## src/rtl/reg_dump_reader.sv

```systemverilog
// Debug read-out engine: sweeps a register-file index range through one read port
// and streams each value over valid/ready. Optional trailing checksum beat via DUMP_CHECKSUM_EN.
module reg_dump_reader #(
  parameter int unsigned DATA_W = 64,
  parameter int unsigned ADDR_W = 5
) (
  input  logic              clk,
  input  logic              rst,
  input  logic              start,
  input  logic [ADDR_W-1:0] firstReg,
  input  logic [ADDR_W-1:0] lastReg,
  output logic [ADDR_W-1:0] rs,
  input  logic [DATA_W-1:0] readData,
  output logic              outValid,
  input  logic              outReady,
  output logic [DATA_W-1:0] outData,
  output logic [ADDR_W-1:0] outIdx,
  output logic              outLast,
  output logic              busy,
  output logic              done
);

`ifdef DUMP_CHECKSUM_EN
  typedef enum logic [2:0] {S_IDLE, S_READ, S_SEND, S_CSUM, S_DONE} state_t;
`else
  typedef enum logic [2:0] {S_IDLE, S_READ, S_SEND, S_DONE} state_t;
`endif

  state_t            r_state, w_state_nxt;
  logic [ADDR_W-1:0] r_ptr, w_ptr_nxt;
  logic [ADDR_W-1:0] r_last, w_last_nxt;
  logic [ADDR_W-1:0] r_rs, w_rs_nxt;
  logic              r_valid, w_valid_nxt;
  logic [DATA_W-1:0] r_data, w_data_nxt;
  logic [ADDR_W-1:0] r_idx, w_idx_nxt;
  logic              r_olast, w_olast_nxt;
  logic              r_busy;
  logic              r_done;
  logic              w_hs;
`ifdef DUMP_CHECKSUM_EN
  logic [DATA_W-1:0] r_sum, w_sum_nxt;
`endif

  assign w_hs = r_valid && outReady;

  // Next-state and next-value logic for the sweep.
  always_comb begin
    w_state_nxt = r_state;
    w_ptr_nxt   = r_ptr;
    w_last_nxt  = r_last;
    w_rs_nxt    = r_rs;
    w_valid_nxt = r_valid;
    w_data_nxt  = r_data;
    w_idx_nxt   = r_idx;
    w_olast_nxt = r_olast;
`ifdef DUMP_CHECKSUM_EN
    w_sum_nxt   = r_sum;
`endif
    unique case (r_state)
      S_IDLE: begin
        w_rs_nxt = '0;
        if (start) begin
          w_ptr_nxt   = firstReg;
          w_last_nxt  = lastReg;
          w_rs_nxt    = firstReg;
`ifdef DUMP_CHECKSUM_EN
          w_sum_nxt   = '0;
`endif
          w_state_nxt = S_READ;
        end
      end
      S_READ: begin
        w_data_nxt  = readData;
        w_idx_nxt   = r_ptr;
        w_valid_nxt = 1'b1;
`ifdef DUMP_CHECKSUM_EN
        w_olast_nxt = 1'b0;
        w_sum_nxt   = r_sum + readData;
`else
        w_olast_nxt = (r_ptr == r_last);
`endif
        w_state_nxt = S_SEND;
      end
      S_SEND: begin
        if (w_hs) begin
          w_valid_nxt = 1'b0;
          if (r_ptr != r_last) begin
            w_ptr_nxt   = r_ptr + ADDR_W'(1);
            w_rs_nxt    = r_ptr + ADDR_W'(1);
            w_state_nxt = S_READ;
          end else begin
            w_rs_nxt    = '0;
`ifdef DUMP_CHECKSUM_EN
            w_state_nxt = S_CSUM;
`else
            w_state_nxt = S_DONE;
`endif
          end
        end
      end
`ifdef DUMP_CHECKSUM_EN
      // Present the checksum beat once, then hold it until accepted.
      S_CSUM: begin
        if (!r_valid) begin
          w_valid_nxt = 1'b1;
          w_data_nxt  = r_sum;
          w_idx_nxt   = '0;
          w_olast_nxt = 1'b1;
        end else if (w_hs) begin
          w_valid_nxt = 1'b0;
          w_state_nxt = S_DONE;
        end
      end
`endif
      S_DONE: begin
        w_state_nxt = S_IDLE;
      end
      default: begin
        w_state_nxt = S_IDLE;
      end
    endcase
  end

  // State and output registers; busy/done are decoded from the next state so they align with it.
  always_ff @(posedge clk or negedge rst) begin
    if (!rst) begin
      r_state <= S_IDLE;
      r_ptr   <= '0;
      r_last  <= '0;
      r_rs    <= '0;
      r_valid <= 1'b0;
      r_data  <= '0;
      r_idx   <= '0;
      r_olast <= 1'b0;
      r_busy  <= 1'b0;
      r_done  <= 1'b0;
`ifdef DUMP_CHECKSUM_EN
      r_sum   <= '0;
`endif
    end else begin
      r_state <= w_state_nxt;
      r_ptr   <= w_ptr_nxt;
      r_last  <= w_last_nxt;
      r_rs    <= w_rs_nxt;
      r_valid <= w_valid_nxt;
      r_data  <= w_data_nxt;
      r_idx   <= w_idx_nxt;
      r_olast <= w_olast_nxt;
      r_busy  <= (w_state_nxt != S_IDLE);
      r_done  <= (w_state_nxt == S_DONE);
`ifdef DUMP_CHECKSUM_EN
      r_sum   <= w_sum_nxt;
`endif
    end
  end

  assign rs       = r_rs;
  assign outValid = r_valid;
  assign outData  = r_data;
  assign outIdx   = r_idx;
  assign outLast  = r_olast;
  assign busy     = r_busy;
  assign done     = r_done;

endmodule
```

## config.mk

```make
export PLATFORM = sky130hd
export DESIGN_NAME = reg_dump_reader
export DESIGN_NICKNAME = d
export VERILOG_FILES = /design/src/rtl/reg_dump_reader.sv
export SDC_FILE = /design/constraint.sdc
export NUM_CORES = 1
export LEC_CHECK = 0
export ABC_AREA = 1
export BUFFER_PORTS_ARGS = -buffer_cell sky130_fd_sc_hd__buf_2
export CAP_MARGIN = 20
export CORE_MARGIN = 5
export CORE_UTILIZATION = 25
export CTS_BUF_LIST = sky130_fd_sc_hd__clkbuf_4 sky130_fd_sc_hd__clkbuf_8
export CTS_CLUSTER_SIZE = 25
export DETAILED_ROUTE_END_ITERATION = 7
export GPL_ROUTABILITY_DRIVEN = 0
export PLACE_DENSITY_LB_ADDON = 0.2
export SLEW_MARGIN = 30
export SYNTH_ARGS = -nofsm -noshare
export SYNTH_HDL_FRONTEND = slang
export SYNTH_SLANG_ARGS = --single-unit
```

## constraint.sdc

```tcl
create_clock -name clk -period 2.3 [get_ports clk]
set_input_delay 0.115 -clock clk [delete_from_list [all_inputs] [get_ports clk]]
set_output_delay 0.115 -clock clk [all_outputs]
set_load 0.05 [all_outputs]
```

Yosys cells after proc, flatten, opt, wreduce, memory -nomap -nowiden
Cells that the tools add are included.
Word-level totals
  word-level logic and storage cells: 42
  flip-flop bits (word level): 91
  output and inout bits: 78
  input bits: 78
Cells by class
  $add $sub $neg: 1
  equal/unequal tests: 8
  reduce and logical (&&, ||, !) cells: 9
  mux-type cells: 14
Operators with widths (number)
  two-way mux 5 bit: 6
  one-hot mux 5 bit (2 select lines): 2
  one-hot mux 3 bit (3 select lines): 1
  equality test 3 x 2 -> 1 bit (second input constant): 2
  two-way mux 3 bit: 2
  != test 2 bit (second input constant): 3
  AND reduction 2 bit: 3
  adder 5 x 1 -> 5 bit (second input constant): 1
  equality test 5 bit: 1
  != test 5 bit: 1
  AND reduction 4 bit: 1
  nonzero test 2 bit: 2
  equality test 3 x 1 -> 1 bit (second input constant): 1
  logical NOT 3 bit: 1
  nonzero test 3 bit: 1
  two-way mux 2 bit: 1
  one-hot mux 1 bit (2 select lines): 1
  logical AND 1 bit: 1
  two-way mux 1 bit: 1

Longest topological paths before layout
  depth after elaboration: 5
  gate-level depth with buffers: 10
  depth with buffers taken out: 10

Worst setup path before layout
Ideal clock, no wire load.
  path type: flip-flop to flip-flop
  from: register r_valid (netlist: outValid)
  to: register r_busy (netlist: busy)
  period minus slack after synthesis: 1.371 ns
  arrival: 1.307 ns
  library setup time: 0.064 ns
  cell stages (with the launch flop): 6
  required time: 2.236 ns
  path buffers: 0
  path slack: 0.929 ns
  cells stage by stage: dfrtp_1 -> nand2_1 -> nor2_2 -> nand4_1 -> nand3_1 -> or2_1
On the way
  word-level cells in the longest chain between the ends: 4
RTL lines
  start, declared: line 33  | logic r_valid, w_valid_nxt;
  start signal, assigned: line 145  | r_valid <= w_valid_nxt;
  logical AND 1 bit: line 44  | assign w_hs = r_valid && outReady;
  two-way mux 3 bit: line 85  | if (w_hs) begin
  one-hot mux 3 bit (3 select lines): line 59  | unique case (r_state)
  via w_state_nxt[1]: line 29  | state_t r_state, w_state_nxt;
  nonzero test 3 bit: line 149  | r_busy <= (w_state_nxt != S_IDLE);
  end signal, assigned: line 149
  end, declared: line 37  | logic r_busy;
The timed path passes the listed nets, and every way through them passes these cells.
A chain may end at the register's enable or synchronous reset.

Final worst setup path
  from: register r_state[1]
  to: register r_data[23] (netlist: outData[23])
On the way
  word-level cells in the longest chain between the ends: 1
RTL lines
  start, declared: line 29
  start signal, assigned: line 141  | r_state <= w_state_nxt;
  equality test 3 x 1 -> 1 bit: line 59
  end signal, assigned: line 146  | r_data <= w_data_nxt;
  end, declared: line 34  | logic [DATA_W-1:0] r_data, w_data_nxt;
No other way between the ends.

==> impl_metrics.env <==
export IMPL_rrSetupSlack_ns=0.82
export IMPL_rows=44
export IMPL_start_util_pct=25.3
export IMPL_holdBufCountCts=69
export IMPL_status="completed"
export IMPL_slowest_stage="dfrtp_1"
export IMPL_synth_area_sq_um=3650
export IMPL_core_sq_um=14400
export IMPL_drt_iter0_drc=64
export IMPL_swShare_pct=45.7
export IMPL_fin_crit_sh_pct=64.2
export IMPL_r2r_start="r_state[1]"
export IMPL_finalHoldViolations=0
export IMPL_area_growth_pct=52.7
export IMPL_dieArea_sq_um=17100
export IMPL_postSynthNetCount=360
export IMPL_clkPwrFrac_pct=18.7
export IMPL_clk_path_buf_depth=2
export IMPL_die_y_um=131
export IMPL_grt_max_degree=49
export IMPL_crit_start="r_state[1]"
export IMPL_fp_dieW_um=131
export IMPL_first_pass_iters=7
export IMPL_peakVddDrop_mv=0.439
export IMPL_clkLatencyLatePin_ns=0.36
export IMPL_cp_end_kind="flip-flop"
export IMPL_seqPwrFrac_pct=35.6
export IMPL_synth_cell_types=25
export IMPL_ys_seq_area_share_pct=62.4
export IMPL_ant_nets=0
export IMPL_vias_per_cell=4.09
export IMPL_grt_pass1_wl_um=14600
export IMPL_fin_nets=589
export IMPL_p_per_area_nw_per_um2=1180
export IMPL_clkSinkCount=91
export IMPL_worstSetupStartpointType="flip-flop"
export IMPL_p_total_mw=6.59
export IMPL_path_clk_slew_ns=0.10
export IMPL_post_dp_hpwl_um=6450
export IMPL_avgSynthCellArea_sq_um=13.0
export IMPL_maxCapViolCount=0
export IMPL_fin_crit_ns=1.48
export IMPL_ys_warn_count=0
export IMPL_fin_util_pct=38.6
export IMPL_max_freq_ghz=0.677
export IMPL_antennaDiodeCount=0
export IMPL_vias=2856
export IMPL_reg2regPathDepth=4
export IMPL_seq_area_sq_um=2280
export IMPL_cts_setup_buffers=0
export IMPL_synth_main_ff_cell="dfrtp_1"
export IMPL_p_leak_nw=2.80
export IMPL_ioPinCount=156
export IMPL_nFillCells=1407
export IMPL_cp_endpoint="outData[23]"
export IMPL_grt_overflow_total=0
export IMPL_hp_class="input port to flip-flop"
export IMPL_rsz0062_at_grt="no"
export IMPL_grt_pass1_vias=2979
export IMPL_synthCells=281
export IMPL_worst_pin_slew_ns=0.601
export IMPL_fin_tns_setup_ns=0
export IMPL_cts_htree_levels=3
export IMPL_p_int_mw=3.58
export IMPL_path_class="flip-flop to flip-flop"
export IMPL_required_ns=2.54
export IMPL_drt_wirelength_per_cell_um=13.7
export IMPL_cts_made_buffers=9
export IMPL_power_switching_mw=3.01
export IMPL_critical_path_max_fanout=31
export IMPL_crit_chain="inv_2, nand3b_4, buf_4, mux2_2"
export IMPL_slew_headroom_pct=60.0
export IMPL_grt_use_total_pct=10.9
export IMPL_synth_edf_count=0
export IMPL_drive_gt1_share_pct=49.3
export IMPL_antenna_found_initial=0
export IMPL_synth_seq_cells=91
export IMPL_cp_data_arrival_time_ns=1.72
export IMPL_synthArstFlopShare_pct=100
export IMPL_drc=0
export IMPL_wirelength_um=9570
export IMPL_skew_ns=0.00820
export IMPL_cts_resized=0
export IMPL_cts_root_buf="clkbuf_8"
export IMPL_comb_power_share_pct=45.7
export IMPL_slew_viol_final=0
export IMPL_cts_tree="yes"
export IMPL_r2r_end="outData[23]"
export IMPL_multi_input_comb_area_sq_um=1270
export IMPL_io_buffer_count=155
export IMPL_setup_viol=0
export IMPL_slowest_delay_ns=0.42
## critical path, delay by kind of cell (launching register included)
| family | cells | cell delay, ns |
|---|---|---|
| flops | 1 | 0.42 |
| mux | 1 | 0.38 |
| simple gates | 1 | 0.10 |
| buf+inv | 2 | 0.44 |
## kinds of logic after synthesis
group	after synthesis	share of synthesized area [%]
other	1	0.103
DFF	91	62.4
and+or+nand+nor	81	10.4
xor gates and xnor gates	1	0.240
adders and majority gates	1	0.343
AOI/OAI and AO/OA	18	2.57
buffers and inverters	23	3.09
muxes	65	20.9
## placed cells by master (no fill, tap or decap)
cell type      netlist  routed
bufinv_16            0       2
nor2_1               5       5
buf_12               0       2
a21oi_2              1       1
o21ai_0              7       7
nand3_2              2       2
or2_1                1       1
conb_1               1       1
clkinv_2             0       1
o21ai_1              3       3
mux2_4               8       8
mux2_2              57      57
nor2_2               3       3
a21oi_1              7       7
nand4_1              1       1
xnor2_1              1       1
clkinv_4             0       1
buf_2                7     154
dfrtp_1             91      91
dlygate4sd3_1        0      69
clkbuf_8             0      10
nand2_2              1       1
inv_1               11      11
nand3_1              8       8
nand3b_4             0       1
inv_4                1       1
ha_1                 1       1
nand2_1             55      55
nand2_4              4       4
clkinvlp_4           0       2
buf_4                0       2
inv_2                2       2
## sequential cells by signal, summed over array words and instances, names as in the netlist
| name | count |
|---|---|
| busy | 1 |
| done | 1 |
| outData | 64 |
| outIdx | 5 |
| outLast | 1 |
| outValid | 1 |
| r_last | 5 |
| r_ptr | 5 |
| r_state | 3 |
| rs | 5 |
## synth_stat cells, drive strengths merged (8+ instances only)
master	number	area share, %
buf	9	1.6
inv	14	1.5
nor2	8	1.0
dfrtp	91	62
a21oi	8	1.2
mux2	65	21
nand2	60	7.1
nand3	10	1.6
o21ai	10	1.4
## metrics by stage
stage                     hold slack [ns]  worst slack [ns]  area (sq um)  cells
final                              0.0354             0.823          5570    699
after global placement              0.150             0.848          4660    614
after floorplan                    -0.181             0.929          3650    281
after CTS                         0.00285             0.808          5570    699
after detailed placement            0.158             0.831          4660    614
after global routing               0.0474             0.689          5570    699
## per-layer routing
metal / vias to the layer above / wire length [um] / global-route usage [%] / share of wire (%)
li1: 1385 / - / - / -
met1: 1364 / 4120 / 13.3 / 43
met2: 95 / 4630 / 18.5 / 48
met3: 12 / 655 / 2.40 / 6.8
met4: 0 / 165 / 5.02 / 1.7
met5: - / 0 / 0 / 0
## worst min-delay path by stage
stage / from / endpoint / slack, ns / cells past startpoint
after detailed placement: rst / outData[19] / 0.16 / 1
after global routing: lastReg[0] / r_last[0] / 0.05 / 3
final: lastReg[0] / r_last[0] / 0.04 / 3
after CTS: lastReg[0] / r_last[0] / 0.003 / 3
after global placement: rst / outData[19] / 0.15 / 1
after floorplan: rst / busy / -0.18 / 0
## area by class of cell
cell class / count / share of cell area (%)
well taps: 184 / 4.13
inverters: 14 / 0.988
flip-flops and latches: 91 / 40.9
multi-input cells: 167 / 22.8
clock buffers: 10 / 2.47
repair buffers: 227 / 27.2
clock inverters: 6 / 1.59
## power by group through the flow
| stage | sequential, mW | combinational, mW | clock [mW] |
|---|---|---|---|
| finish | 2.35 | 3.01 | 1.23 |
| global route | 2.42 | 3.18 | 1.35 |
| CTS | 2.35 | 3.04 | 1.30 |
| detailed placement | 2.38 | 2.95 | 0 |
| global placement | 2.38 | 2.93 | 0 |
| floorplan | 3.97 | 0.608 | 0 |
Note: power is estimated with default switching activity, not from simulation.
